### src/rtl/plru_tree_ctrl.sv
// Tree pseudo-LRU replacement controller: one (WAYS-1)-bit tree per set, registered victim lookup.
// Define PLRU_FILL_TOUCH_EN to have every returned victim marked MRU automatically.
`timescale 1ns/1ps
module plru_tree_ctrl #(
  parameter int WAYS  = 4,
  parameter int SETS  = 64,
  parameter int SET_W = $clog2(SETS),
  parameter int WAY_W = $clog2(WAYS)
) (
  input  logic             clk,
  input  logic             rst_n,
  input  logic             i_acc_valid,
  input  logic [SET_W-1:0] i_acc_set,
  input  logic [WAY_W-1:0] i_acc_way,
  input  logic             i_vic_req,
  input  logic [SET_W-1:0] i_vic_set,
  input  logic [WAYS-1:0]  i_vic_way_valid,
  input  logic             i_flush,
  output logic             o_vic_valid,
  output logic [WAY_W-1:0] o_vic_way,
  output logic             o_vic_from_invalid
);

  logic [WAYS-2:0]  r_tree [SETS];
  logic [WAYS-2:0]  w_tree_nxt [SETS];
  logic             r_vic_valid;
  logic [WAY_W-1:0] r_vic_way;
  logic             r_vic_from_invalid;
  logic [WAYS-2:0]  w_vic_tree;
  logic [WAY_W-1:0] w_tree_way;
  logic [WAY_W-1:0] w_inv_way;
  logic             w_any_invalid;
`ifdef PLRU_FILL_TOUCH_EN
  logic [SET_W-1:0] r_vic_set;
`endif

  // Walk root to leaf, pointing every node on the path away from the touched way.
  function automatic logic [WAYS-2:0] touchPath(input logic [WAYS-2:0] t,
                                                input logic [WAY_W-1:0] way);
    int n;
    logic b;
    n = 0;
    for (int l = 0; l < WAY_W; l++) begin
      b = way[WAY_W-1-l];
      for (int k = 0; k < WAYS-1; k++) begin
        if (k == n) t[k] = ~b;
      end
      n = 2*n + 1 + (b ? 1 : 0);
    end
    return t;
  endfunction

  function automatic logic [WAY_W-1:0] walkTree(input logic [WAYS-2:0] t);
    int n;
    logic b;
    logic [WAY_W-1:0] way;
    n   = 0;
    way = '0;
    for (int l = 0; l < WAY_W; l++) begin
      b = 1'b0;
      for (int k = 0; k < WAYS-1; k++) begin
        if (k == n) b = t[k];
      end
      way[WAY_W-1-l] = b;
      n = 2*n + 1 + (b ? 1 : 0);
    end
    return way;
  endfunction

  // Touch first so the explicit access wins any node shared with it.
  always_comb begin
    for (int s = 0; s < SETS; s++) begin
      w_tree_nxt[s] = r_tree[s];
`ifdef PLRU_FILL_TOUCH_EN
      if (r_vic_valid && (r_vic_set == SET_W'(s)))
        w_tree_nxt[s] = touchPath(w_tree_nxt[s], r_vic_way);
`endif
      if (i_acc_valid && (i_acc_set == SET_W'(s)))
        w_tree_nxt[s] = touchPath(w_tree_nxt[s], i_acc_way);
    end
  end

  always_comb begin
    w_vic_tree    = r_tree[i_vic_set];
    w_tree_way    = walkTree(w_vic_tree);
    w_inv_way     = '0;
    w_any_invalid = 1'b0;
    for (int i = WAYS-1; i >= 0; i--) begin
      if (!i_vic_way_valid[i]) begin
        w_inv_way     = WAY_W'(i);
        w_any_invalid = 1'b1;
      end
    end
  end

  always_ff @(posedge clk or negedge rst_n) begin
    if (!rst_n) begin
      for (int s = 0; s < SETS; s++) r_tree[s] <= '0;
    end else if (i_flush) begin
      for (int s = 0; s < SETS; s++) r_tree[s] <= '0;
    end else begin
      for (int s = 0; s < SETS; s++) r_tree[s] <= w_tree_nxt[s];
    end
  end

  always_ff @(posedge clk or negedge rst_n) begin
    if (!rst_n) begin
      r_vic_valid        <= 1'b0;
      r_vic_way          <= '0;
      r_vic_from_invalid <= 1'b0;
    end else begin
      r_vic_valid <= i_vic_req;
      if (i_vic_req) begin
        r_vic_way          <= w_any_invalid ? w_inv_way : w_tree_way;
        r_vic_from_invalid <= w_any_invalid;
      end
    end
  end

`ifdef PLRU_FILL_TOUCH_EN
  always_ff @(posedge clk or negedge rst_n) begin
    if (!rst_n)         r_vic_set <= '0;
    else if (i_vic_req) r_vic_set <= i_vic_set;
  end
`endif

  assign o_vic_valid        = r_vic_valid;
  assign o_vic_way          = r_vic_way;
  assign o_vic_from_invalid = r_vic_from_invalid;

endmodule

### config.mk
export PLATFORM = sky130hd
export DESIGN_NAME = plru_tree_ctrl
export DESIGN_NICKNAME = d
export VERILOG_FILES = /design/src/rtl/plru_tree_ctrl.sv
export SDC_FILE = /design/constraint.sdc
export NUM_CORES = 1
export LEC_CHECK = 0
export ABC_AREA = 1
export BUFFER_PORTS_ARGS = -buffer_cell sky130_fd_sc_hd__buf_2
export CAP_MARGIN = 25
export CORE_UTILIZATION = 60
export CTS_BUF_LIST = sky130_fd_sc_hd__clkbuf_8
export DETAILED_ROUTE_END_ITERATION = 7
export PLACE_DENSITY = 0.77
export SLEW_MARGIN = 25
export SYNTH_ARGS = -nofsm -noshare
export SYNTH_HDL_FRONTEND = slang
export SYNTH_SLANG_ARGS = --single-unit
### constraint.sdc
create_clock -name clk -period 1.4 [get_ports clk]
set_clock_uncertainty 0.1 [all_clocks]
set_input_delay 0.14 -clock clk [delete_from_list [all_inputs] [get_ports clk]]
set_output_delay 0.14 -clock clk [all_outputs]
set_load 0.02 [all_outputs]
Word level (Yosys, flattened, before mapping)

Index checks and enable logic that the tools add are counted.

Register bits: 196
Input bits: 23
Output and inout port bits: 4

$add $sub $neg: 2
Order comparisons: 1
Equal/unequal tests: 67
Muxes and demuxes: 85
Bitwise gates (word level): 3
Reduce and logical (&&, ||, !) cells: 261

Operators with widths:

| cell                    | number |
|---|---|
| $reduce_and A2 Y1       | 128 |
| $mux W3                 | 66 |
| $eq A6 B6 Y1 const B    | 32 |
| $mux W192               | 1 |
| $reduce_bool A2 Y1      | 66 |
| $eq A6 B5 Y1 const B    | 16 |
| $logic_and A1 B1 Y1     | 64 |
| $logic_not A32 Y1       | 2 |
| $eq A6 B4 Y1 const B    | 8 |
| $add A2 B32 Y32 const A | 1 |
| $eq A2 B32 Y1 const A   | 1 |
| $eq A3 B32 Y1 const A   | 1 |
| $eq A6 B3 Y1 const B    | 4 |
| $bmux W3 S6             | 1 |
| $eq A6 B2 Y1 const B    | 2 |
| $mux W1                 | 12 |
| $mux W2                 | 5 |
| $ge A7 B7 Y1 const B    | 1 |
| $not A6 Y7              | 1 |
| $eq A6 B1 Y1 const B    | 1 |
| $logic_not A6 Y1        | 1 |
| $add A1 B1 Y2 const A   | 1 |
| $eq A1 B2 Y1 const A    | 1 |
| $eq A2 B2 Y1 const A    | 1 |
| $not A1 Y1              | 2 |

Longest topological paths before layout

Depth in word-level cells: 11
Gate-level depth with buffers: 16

Least setup slack after synthesis

No wires, ideal clock.

Kind: input -> register
From: input port i_vic_set[0]
To: register r_vic_way[1], in the netlist o_vic_way[1]
Data arrival time: 1.203 ns
Required time: 1.179 ns
Slack: -0.024 ns
Cell stages on the path: 13
Buffers on the path: 3
Path through: buf_6 buf_6 buf_4 nand2_1 nand3_1 nand3_1 nand2_1 nand2_1 nand3_1 nand2_1 nor2_1 nor3_1 o21ai_1

Longest elaborated chain between the ends: 5

Ends and longest elaborated chain:

| item                                        | line | RTL |
|---|---|---|
| from (decl)                                 | 16   | `input logic [SET_W-1:0] i_vic_set,` |
| $not A6 Y7 (implied by the code)            | 84   | `w_vic_tree = r_tree[i_vic_set];` |
| $bmux W3 S6                                 | 84   |  |
| $mux W3 (implied by the code) (2 in series) | 84   |  |
| $mux W2                                     | 114  | `r_vic_way <= w_any_invalid ? w_inv_way : w_tree_way;` |
| to (signal assigned)                        | 114  |  |
| to (decl)                                   | 27   | `logic [WAY_W-1:0] r_vic_way;` |

Every way passes these cells. The select of a mux whose other input is x is not followed.
A chain may end at the register's enable or synchronous reset.

Worst setup path in the final report

From: register r_tree[134] (netlist name)
To: register r_vic_way[0], in the netlist o_vic_way[0]

Longest elaborated chain between the ends: 5

Ends and longest elaborated chain:

| item                                        | line | RTL |
|---|---|---|
| from (decl)                                 | 24   | `logic [WAYS-2:0] r_tree [SETS];` |
| $bmux W3 S6                                 | 84   |  |
| $mux W3 (implied by the code) (2 in series) | 84   |  |
| $mux W1                                     | 62   | `if (k == n) b = t[k];` |
| $mux W2                                     | 114  |  |

Every way passes these cells. The select of a mux whose other input is x is not followed.

==> reports/metrics.cfg <==
[worst_setup_path]
crit_slowest_cell=dfrtp_1
crit_start=r_tree[134]
arrival_ns=1.82
cp-end-kind=flop
cp_max_fo=2
cp_cell_sequence=nand2_1 > nand3_1 > nand3_2 > nand2_1 > nand2_1 > nand2_1 > nand2_1 > nand2_1 > nand2_1 > nand3_1 > nand3_1 > a21oi_1
critPathRequiredTime_ns=1.71
crit_path_frequent_cell=nand2_1
crit_type=reg2reg
slowest_delay_ns=0.38
cp-start-kind=flop
r2r_start=r_tree[134]

[power]
p_sw_mw=4.12
internal-power_mw=8.87
p_sw_share_pct=31.7
clkPwrFrac_pct=27.4
leakagePower_nw=5.73
peakVddDrop_uv=876
p_per_area_nw_per_um2=1110
p_comb_share_pct=21.0
seq_power_share_pct=51.6

[drt]
vias=9575
drtPass1Iterations=6
finalWirelength_um=27800
wl_per_cell_um=16.9
drc=0
first_iter_violations=957
viasPerCell=5.83
drtAntennaViolNets=0

[status]
violations=negative setup slack
outcome=finished, violations left

[timing]
tightest_slew_ns=0.477
clock.fmax_mhz=661
whs_ns=0.00966
slew_headroom_pct=68.1
rsz0062_at_grt=true
min_period_ns=1.51
tns_ns=-0.224
drv_slew=0
fin_crit_sh_pct=108
hold_viol=0
finalSetupViolations=2
setup_ws_ns=-0.114

[placed_design]
placed_cell_area_um2=11000
dpl_worst_slack_ns=-0.430
portBuffers=26
hpwl_um=17800
gp_congestion=0.956

[clock_tree]
insertion_delay_ns=0.49
cts_root_buffer=clkbuf_8
cts.clk_slew.worst_paths_ns=0.10
cts_tree=done
h-tree-depth=4
numCtsBuffers=17
clock-sinks=196
cts-root-to-sink-buffers=2

[die]
core_region_area_um2=16100
ioPinCount=27
rows=46
die_w_um=131
initial_utilization_pct=62.0
die_h_um=131
die-area_um2=17100

[grt]
grt_max_degree=76
antenna_found_initial=0
grt_pass1_wl_um=43900
overflow=0
grt_usage_pct=34.1
grt_pass1_vias=8785

[layout]
fin_area_um2=11700
layout_commonest_cell=nor2_1
final_cell_mix=280 x nor2_1, 267 x nand2_1, 196 x dfrtp_1, 194 x a21oi_1, 118 x nand3_1
multi_input_area_um2=4550
fillCellCount=1235
ff_latch_area_um2=4900
fin_util_pct=73.2
synthToLayoutAreaGrowth_pct=17.9
antenna_cells=0
nNetsFinal=1436
final_layout_size_suffix_gt1_share_pct=15.1

[run]
maxCapViolations=0

[logic_synthesis]
synthSimpleGateAreaFrac_pct=29.5
syn-num-nets=1366
synthAdderAreaFrac_pct=0
synth.mux.area_fraction_pct=0
synth_xor_area_share_pct=0
synth_seq_cells=196
synth-compound-area-share_pct=13.9
syn_area_um2=9960
ys_seq_area_share_pct=49.2
yosys_warnings=0
synth_top_family_by_area=simple AND/OR/NAND/NOR gates
synth.avg_cell_area_um2=7.42
synth_cell_types=20
syn_inst=1343

[hold_path]
hold_path.class=in2async

metal layers:
layer | global-route usage, % | vias to the layer above | routed length [µm] | share of wire, %
met5 | 0 | - | 0 | 0
met4 | 12.4 | 0 | 786 | 2.8
met3 | 7.33 | 69 | 2340 | 8.4
met2 | 54.9 | 429 | 13000 | 47
met1 | 45.5 | 4532 | 11600 | 42
li1 | - | 4545 | - | -
state kept, by name (all words and copies together), names as in the netlist:
register / flops
o_vic_way: 2
o_vic_valid: 1
r_tree: 192
o_vic_from_invalid: 1
timing repair:
action	CTS	global route
pin swaps	31	11
resized for setup	25	22
hold endpoints to repair	200	0
setup buffers	6	8
hold buffers	8	0
endpoints found under the setup margin	2	2
critical path, delay by kind of cell (launching register included):
kind | cells | cell delay [ns]
AND/OR/NAND/NOR | 11 | 0.84
flip-flops | 1 | 0.38
AO/OA/AOI/OAI | 1 | 0.12
stage by stage:
step | power (mW) | std cells
global placement | 9.23 | 1588
floorplan | 8.31 | 1343
finish | 13.0 | 1641
CTS | 12.9 | 1633
global route | 13.6 | 1641
detailed placement | 9.31 | 1588
power by group through the flow:
stage	clock (mW)	combinational [mW]	sequential, mW
global placement	0	2.44	6.78
global route	3.82	3.04	6.77
finish	3.57	2.73	6.70
floorplan	0	1.63	6.68
detailed placement	0	2.52	6.78
CTS	3.60	2.62	6.68
worst paths after layout:
| path | to | slack [ns] | cells after the start |
|---|---|---|---|
| max reg2reg | o_vic_way[0] | -0.11 | 12 |
| min | r_tree[74] | 0.01 | 2 |
| max | o_vic_way[0] | -0.11 | 12 |
| max in group asynchronous | o_vic_way[0] | 0.56 | 3 |
| min in group clk | r_tree[76] | 0.07 | 4 |
| min reg2reg | r_tree[48] | 0.41 | 2 |
final cells by class:
class | count | area share [%]
clock buffers | 18 | 2.11
clock inverters | 13 | 1.07
inverters | 83 | 2.67
multi-input cells | 980 | 38.7
flip-flops and latches | 196 | 41.8
well taps | 216 | 2.30
repair buffers | 135 | 11.4
logic make-up after synthesis:
| kind of cell | count (synthesis) |
|---|---|
| simple gates | 719 |
| compound gates | 261 |
| flops | 196 |
| buf+inv | 167 |
cells in the mapped netlist:
cell | count | area, µm²
o21ai_0 | 2 | 10.0
clkbuf_1 | 41 | 154
buf_4 | 4 | 30.0
nor3_1 | 1 | 5.00
nand2_1 | 280 | 1050
inv_1 | 79 | 297
a21oi_1 | 194 | 971
inv_4 | 1 | 6.26
nor2_1 | 281 | 1050
o21ai_1 | 1 | 5.00
nand3_1 | 152 | 761
inv_2 | 3 | 11.3
nor3_4 | 3 | 48.8
buf_6 | 8 | 90.1
buf_2 | 25 | 125
dfrtp_1 | 196 | 4900
a31oi_1 | 64 | 400
nor3_2 | 1 | 10.0
buf_1 | 6 | 22.5
or2_2 | 1 | 6.26
No activity file was read; power rests on OpenSTA's default activity.
